[config.mk]
export PLATFORM = sky130hd
export DESIGN_NAME = alu_div
export DESIGN_NICKNAME = d
export VERILOG_FILES = /design/src/rtl/alu_div.sv
export SDC_FILE = /design/constraint.sdc
export NUM_CORES = 1
export LEC_CHECK = 0
export BUFFER_PORTS_ARGS = -buffer_cell sky130_fd_sc_hd__buf_2
export CORE_AREA = 2 2 200 202
export DETAILED_ROUTE_END_ITERATION = 7
export DIE_AREA = 0 0 202 204
export PLACE_DENSITY = 0.48
export SLEW_MARGIN = 20
export SYNTH_ARGS = -nofsm -noshare
export SYNTH_HDL_FRONTEND = slang
export SYNTH_SLANG_ARGS = --single-unit
[constraint.sdc]
create_clock -name i_clk -period 13.85 [get_ports i_clk]
set_clock_uncertainty 0.05 [all_clocks]
set_input_delay 2.0775 -clock i_clk [delete_from_list [all_inputs] [get_ports i_clk]]
set_output_delay 2.0775 -clock i_clk [all_outputs]
set_load 0.1 [all_outputs]
[src/rtl/alu_div.sv]
// Iterative radix-2 restoring divider for RV32M DIV/DIVU/REM/REMU.
// Resolves one quotient bit per clock; the latency is fixed for every operand pair.
module alu_div #(
    parameter int WIDTH = 32
) (
    input  logic             i_clk,
    input  logic             i_rst_n,
    input  logic             i_start,
    input  logic [1:0]       i_op,
    input  logic [WIDTH-1:0] i_div_a,
    input  logic [WIDTH-1:0] i_div_b,
    output logic             o_busy,
    output logic             o_valid,
    output logic [WIDTH-1:0] o_result
);

    localparam int CW = (WIDTH > 1) ? $clog2(WIDTH) : 1;

    typedef enum logic [1:0] {
        IDLE = 2'd0,
        RUN  = 2'd1,
        DONE = 2'd2
    } state_t;

    state_t           state_reg, state_next;
    logic [CW-1:0]    cnt_reg;
    logic [WIDTH-1:0] rem_reg;
    logic [WIDTH-1:0] quo_reg;
    logic [WIDTH-1:0] divisor_reg;
    logic [WIDTH-1:0] result_reg;
    logic             is_rem_reg;
    logic             neg_q_reg;
    logic             neg_r_reg;
    logic             div_zero_reg;

    logic             capture;
    logic             op_signed;
    logic             a_neg;
    logic             b_neg;
    logic [WIDTH-1:0] mag_a;
    logic [WIDTH-1:0] mag_b;

    logic [WIDTH:0]   shifted;
    logic             take;
    logic [WIDTH-1:0] rem_next;
    logic [WIDTH-1:0] quo_next;
    logic [WIDTH-1:0] final_value;

    // Requests are honoured only outside RUN; a start during RUN is dropped.
    assign capture   = i_start && (state_reg != RUN);
    assign op_signed = ~i_op[0];
    assign a_neg     = op_signed & i_div_a[WIDTH-1];
    assign b_neg     = op_signed & i_div_b[WIDTH-1];
    assign mag_a     = a_neg ? (~i_div_a + 1'b1) : i_div_a;
    assign mag_b     = b_neg ? (~i_div_b + 1'b1) : i_div_b;

    // Trial subtraction on the shifted partial remainder; the difference always fits WIDTH bits when taken.
    always_comb begin
        shifted  = {rem_reg, quo_reg[WIDTH-1]};
        take     = (shifted >= {1'b0, divisor_reg});
        rem_next = take ? (shifted[WIDTH-1:0] - divisor_reg) : shifted[WIDTH-1:0];
        quo_next = {quo_reg[WIDTH-2:0], take};
    end

    // Divide-by-zero leaves quotient all ones, but the signed fix-up must not flip it.
    always_comb begin
        final_value = '0;
        if (is_rem_reg) begin
            final_value = neg_r_reg ? (~rem_next + 1'b1) : rem_next;
        end else if (div_zero_reg) begin
            final_value = '1;
        end else begin
            final_value = neg_q_reg ? (~quo_next + 1'b1) : quo_next;
        end
    end

    always_ff @(posedge i_clk or negedge i_rst_n) begin
        if (!i_rst_n) begin
            state_reg <= IDLE;
        end else begin
            state_reg <= state_next;
        end
    end

    always_comb begin
        state_next = state_reg;
        case (state_reg)
            IDLE:    if (i_start) state_next = RUN;
            RUN:     if (cnt_reg == '0) state_next = DONE;
            DONE:    state_next = i_start ? RUN : IDLE;
            default: state_next = IDLE;
        endcase
    end

    always_comb begin
        o_busy   = (state_reg == RUN);
        o_valid  = (state_reg == DONE);
        o_result = result_reg;
    end

    always_ff @(posedge i_clk or negedge i_rst_n) begin
        if (!i_rst_n) begin
            cnt_reg      <= '0;
            rem_reg      <= '0;
            quo_reg      <= '0;
            divisor_reg  <= '0;
            result_reg   <= '0;
            is_rem_reg   <= 1'b0;
            neg_q_reg    <= 1'b0;
            neg_r_reg    <= 1'b0;
            div_zero_reg <= 1'b0;
        end else if (capture) begin
            cnt_reg      <= CW'(WIDTH - 1);
            rem_reg      <= '0;
            quo_reg      <= mag_a;
            divisor_reg  <= mag_b;
            is_rem_reg   <= i_op[1];
            neg_q_reg    <= a_neg ^ b_neg;
            neg_r_reg    <= a_neg;
            div_zero_reg <= (i_div_b == '0);
        end else if (state_reg == RUN) begin
            cnt_reg <= cnt_reg - 1'b1;
            rem_reg <= rem_next;
            quo_reg <= quo_next;
            if (cnt_reg == '0) begin
                result_reg <= final_value;
            end
        end
    end

endmodule

## Yosys cells after proc, flatten, opt, wreduce, memory -nomap -nowiden

Index checks and enable logic that the tools add are counted.
W data, S select, Z words.

- Bits in registers: 139

- Reduce and logical (&&, ||, !) cells: 7
- Bitwise operators: 9
- $lt $le $gt $ge: 1
- $add $sub $neg: 6
- Multiplexer cells: 17
- Eq/ne operators: 5

Operators by type and width:

| kind | count |
|---|---|
| $mux W32 | 11 |
| $add A32 B1 Y32 const B | 4 |
| $not A32 Y32 | 4 |
| $ge A33 B32 Y1 | 1 |
| $logic_not A32 Y1 | 1 |
| $sub A32 B32 Y32 | 1 |
| $mux W5 | 2 |
| $pmux W2 S3 | 1 |
| $logic_not A5 Y1 | 1 |
| $sub A5 B1 Y5 const B | 1 |
| $mux W2 | 2 |
| $ne A2 B1 Y1 const B | 2 |
| $reduce_and A3 Y1 | 1 |
| $and A1 B1 Y1 | 2 |
| $eq A2 B1 Y1 const B | 1 |
| $eq A2 B2 Y1 const B | 1 |
| $logic_not A2 Y1 | 1 |
| $ne A2 B2 Y1 const B | 1 |
| $not A1 Y1 | 2 |
| $reduce_and A2 Y1 | 1 |
| $reduce_bool A2 Y1 | 1 |
| $logic_and A1 B1 Y1 | 1 |
| $mux W1 | 1 |
| $xor A1 B1 Y1 | 1 |

## Logic depth before layout (Yosys ltp)

- Depth after elaboration: 6
- Gate-level depth with buffers: 25
- Depth with buffers taken out: 20

## Least setup slack after synthesis

No wires, ideal clock.

- Path kind: register -> register
- Start: reg rem_reg[11]
- End: reg result_reg[24] (netlist: o_result[24])
- Clock period less this slack: 4,749 ps
- Data required time: 13,677 ps
- Library setup time: 123 ps
- Slack: 9,101 ps
- Data arrival time: 4,576 ps
- Cell stages (with the launch flop): 25
- Path through: dfrtp_1 ha_1 buf_4 nand4_2 nor3_4 o2111ai_4 a31o_4 nand2_4 buf_4 buf_2 buf_2 buf_2 nand2_1 o21ai_0 ha_1 nand2_1 a21oi_1 o2111ai_1 a211o_1 and4b_1 o22ai_2 nor4_4 nand2b_1 nand3_1 a32o_1

- Longest elaborated chain between the ends: 6

Ends and longest elaborated chain:

| item | line | text |
|---|---|---|
| start, declared | 27 | `logic [WIDTH-1:0] rem_reg;` |
| start signal, assigned | 123 | `rem_reg <= rem_next;` |
| $sub A32 B32 Y32 / $ge A33 B32 Y1 (equally long branches) | 61, 60 |  |
| $mux W32 / $not A32 Y32 (equally long branches) | 61, 73 |  |
| $not A32 Y32 / $add A32 B1 Y32 (equally long branches) | 69, 73 |  |
| $add A32 B1 Y32 / $mux W32 (equally long branches) | 69, 73 |  |
| $mux W32, on equally long branches | 69, 70 |  |
| $mux W32 (*) | 68 | `if (is_rem_reg) begin` |
| end signal, assigned | 126 | `result_reg <= final_value;` |
| end, declared | 30 | `logic [WIDTH-1:0] result_reg;` |

Every way passes the cells marked *; elsewhere a longest branch is shown, timed or not.
A chain may end at the register's enable or synchronous reset.

## Final worst setup path

- Start: reg rem_reg[16]
- End: reg result_reg[18] (netlist: o_result[18])

The elaborated chain is that of the path after synthesis.

==> summary.txt <==
Routing
  • Drt wl/cell: 19.09 µm
  • Starting DRT DRC Count: 803
  • Detailed-route wire length: 39,240 µm
  • Vias: 10,960
  • Routed vias/inst: 5.331
  • Initial DRT Pass Iterations: 5
  • Drt drc: 0
  • Routed Antenna Nets: 0

STA
  • Fin. max-slew vios: 0
  • Final number of setup-violating endpoints: 0
  • RSZ-0062 raised after global routing: no
  • Slew @ Worst Pin: 1.039 ns
  • Tmin final: 5.312 ns
  • Final hold viol count: 0
  • Setup TNS: 0 ns
  • Final period util: 0.3836
  • Slew HR: 0.3046
  • F_max: 188.2 MHz
  • Hold_ws: 0.4239 ns

Synthesis
  • Cell variety after synth: 96
  • #FFs+latches synth: 139
  • Mapped Cells: 1,472
  • Top cells by area, synth: dfrtp_1, o21ai_0, nand2_1
  • Post-synth EDFFs: 0
  • Post-synth ARST share: 1.000
  • Seq/Total Area, Yosys: 0.2999
  • Synth Warn #: 0
  • Synthesized area: 11,600 µm²
  • Synthesized net count: 1,580
  • Post-synth top area cell: dfrtp_1
  • Mean post-synth cell area: 7.880 µm²
  • Main synth FF type: dfrtp_1
  • Share of Yosys cell area claimed by the top area cell type: 0.2999

Floorplanning
  • Initial Utilization: 0.2960
  • Die area: 41,210 µm²
  • Placeable Area: 39,180 µm²
  • Row count: 73
  • I/O pin cnt: 103
  • Die Wd: 202 µm
  • Die Y: 204 µm

GRT
  • Largest net degree at the start of global routing: 85
  • Antenna violations before repair: 0
  • GR Util All Layers: 0.1915
  • Total global routing overflow: 0
  • Via count of the first global-routing pass: 10,570
  • First-pass GRT wire length: 61,330 µm

Setup path
  • Worst-path cell chain: ha_1, and4_4, nor3b_2, nand3_1, a31o_4, nand2_4, inv_2, mux2i_1, ha_1, nand2_1, a21oi_1, o2111ai_1, a211o_1, and4b_1, o22ai_2, o21ai_0, xnor2_1, a221oi_1, a21o_1
  • CP endpoint kind: register
  • Critical Path Slowest Stage Cell: ha_1
  • Critical path class: register to register
  • CP max FO: 39
  • Req. time, crit path: 14.19 ns
  • Crit-path max cell delay: 0.58 ns
  • Crit path arrival time: 5.65 ns
  • Crit path top cell by count: ha_1
  • Setup crit start kind: register
  • Critical path's top delay family: compound AO/OA/AOI/OAI gates
  • WP buf/inv: 1

Layout
  • Commonest non-fill, non-tap cell in the layout: nand2_1
  • Commonest non-fill, non-tap cells in the layout: nand2_1, o21ai_0, dfrtp_1
  • Nets: 1,625
  • Layout cells sized above 1: 0.1281
  • Area grow syn2layout: 12.92%

Place
  • Gpl congestion: 0.8935
  • Input/output buffers: 102
  • DP HPWL: 30,380 µm

Clock tree
  • # H-tree levels: 4
  • Root Buffer Master: clkbuf_16
  • Clock transition at the registers of the reported paths: 0.07 ns
  • Clk_lat worst skew: 0.45 ns
  • CTS Buf Count: 17
  • Clock buffer depth: 2
  • PostCTS Resize Cnt: 0
  • Clock Sinks: 139
  • Post-CTS Hold Fix Bufs: 0
  • CTS tree: yes
  • Postcts setup bufs: 0

Job
  • Max-Cap Viols: 0

Run status
  • Status: finished clean

Hold path
  • Hold WC Path Type: register to register
[synthesized netlist by cell type (4+ instances only)]
cell type / count
and3_1: 5
nand4_1: 12
and2_1: 7
o2111ai_1: 5
nor2b_1: 7
ha_1: 38
mux2_2: 5
buf_2: 19
buf_4: 4
o21a_1: 9
or4_1: 10
o31ai_1: 26
mux2i_1: 19
o21ai_0: 170
xor2_1: 70
nand3_1: 53
nand2_1: 197
a21o_1: 32
o211ai_1: 17
or2_2: 10
nor4_1: 19
a31oi_1: 17
nand2b_1: 14
or3_1: 28
inv_1: 50
a21oi_1: 98
clkbuf_1: 53
and4_1: 7
a221oi_1: 21
nor2_1: 99
a211oi_1: 7
dfrtp_1: 139
xnor2_1: 58
o22ai_1: 8
buf_1: 6
a211o_1: 7
a21oi_2: 5
o41ai_1: 9
o21ai_1: 4
nor3_1: 28
[logic make-up after synthesis]
group	count (synthesis)	synth area share
AND/OR/NAND/NOR	521	0.2198
AO/OA/AOI/OAI	483	0.2704
flip-flops	139	0.2999
buffers and inverters	138	0.04929
XOR/XNOR	128	0.09665
adder cells (fa/ha/maj)	39	0.04271
multiplexers	24	0.02125
[per-layer routing]
layer	share of wire	GRT usage	vias up	wire length [µm]
li1	-	-	5458	-
met1	0.47	0.2561	5210	18330
met2	0.46	0.3105	228	18140
met3	0.033	0.02200	64	1313
met4	0.037	0.08745	0	1455
met5	0	0	-	0
[layout make-up]
class | count | area, µm²
antenna | 1 | 2.502
clock inverter | 12 | 161.4
fill | 4181 | 26090
clock buffer | 20 | 456.7
tap | 525 | 656.9
sequential | 139 | 3480
inverter | 54 | 202.7
multi-input combinational | 1195 | 7562
timing repair buffer | 110 | 576.8
[through the flow]
| step | std cells | util | setup WS (ns) | cell area (µm²) |
|---|---|---|---|---|
| 4_1_cts | 2055 | 0.3341 | 8.570 | 13090 |
| 3_5_place_dp | 2023 | 0.3183 | 8.601 | 12470 |
| 3_3_place_gp | 2023 | 0.3183 | 8.631 | 12470 |
| 5_1_grt | 2055 | 0.3342 | 8.169 | 13100 |
| 6_report | 2056 | 0.3343 | 8.538 | 13100 |
| 2_1_floorplan | 1472 | - | 9.101 | 11600 |
[worst paths after layout]
path                              from  slack [ns]  cells after the start              to
max                        rem_reg[16]        8.54                     19    o_result[18]
min reg2reg                o_result[7]        0.42                      1     o_result[7]
min                        o_result[7]        0.42                      1     o_result[7]
max in group asynchronous      i_rst_n       10.84                      2     quo_reg[19]
min in group asynchronous      i_rst_n        1.65                      1  divisor_reg[0]
max reg2reg                rem_reg[16]        8.54                     19    o_result[18]
Power is left out: the tool's default activity adds up to more than one toggle a clock period on the data nets, which glitch-free logic cannot reach.
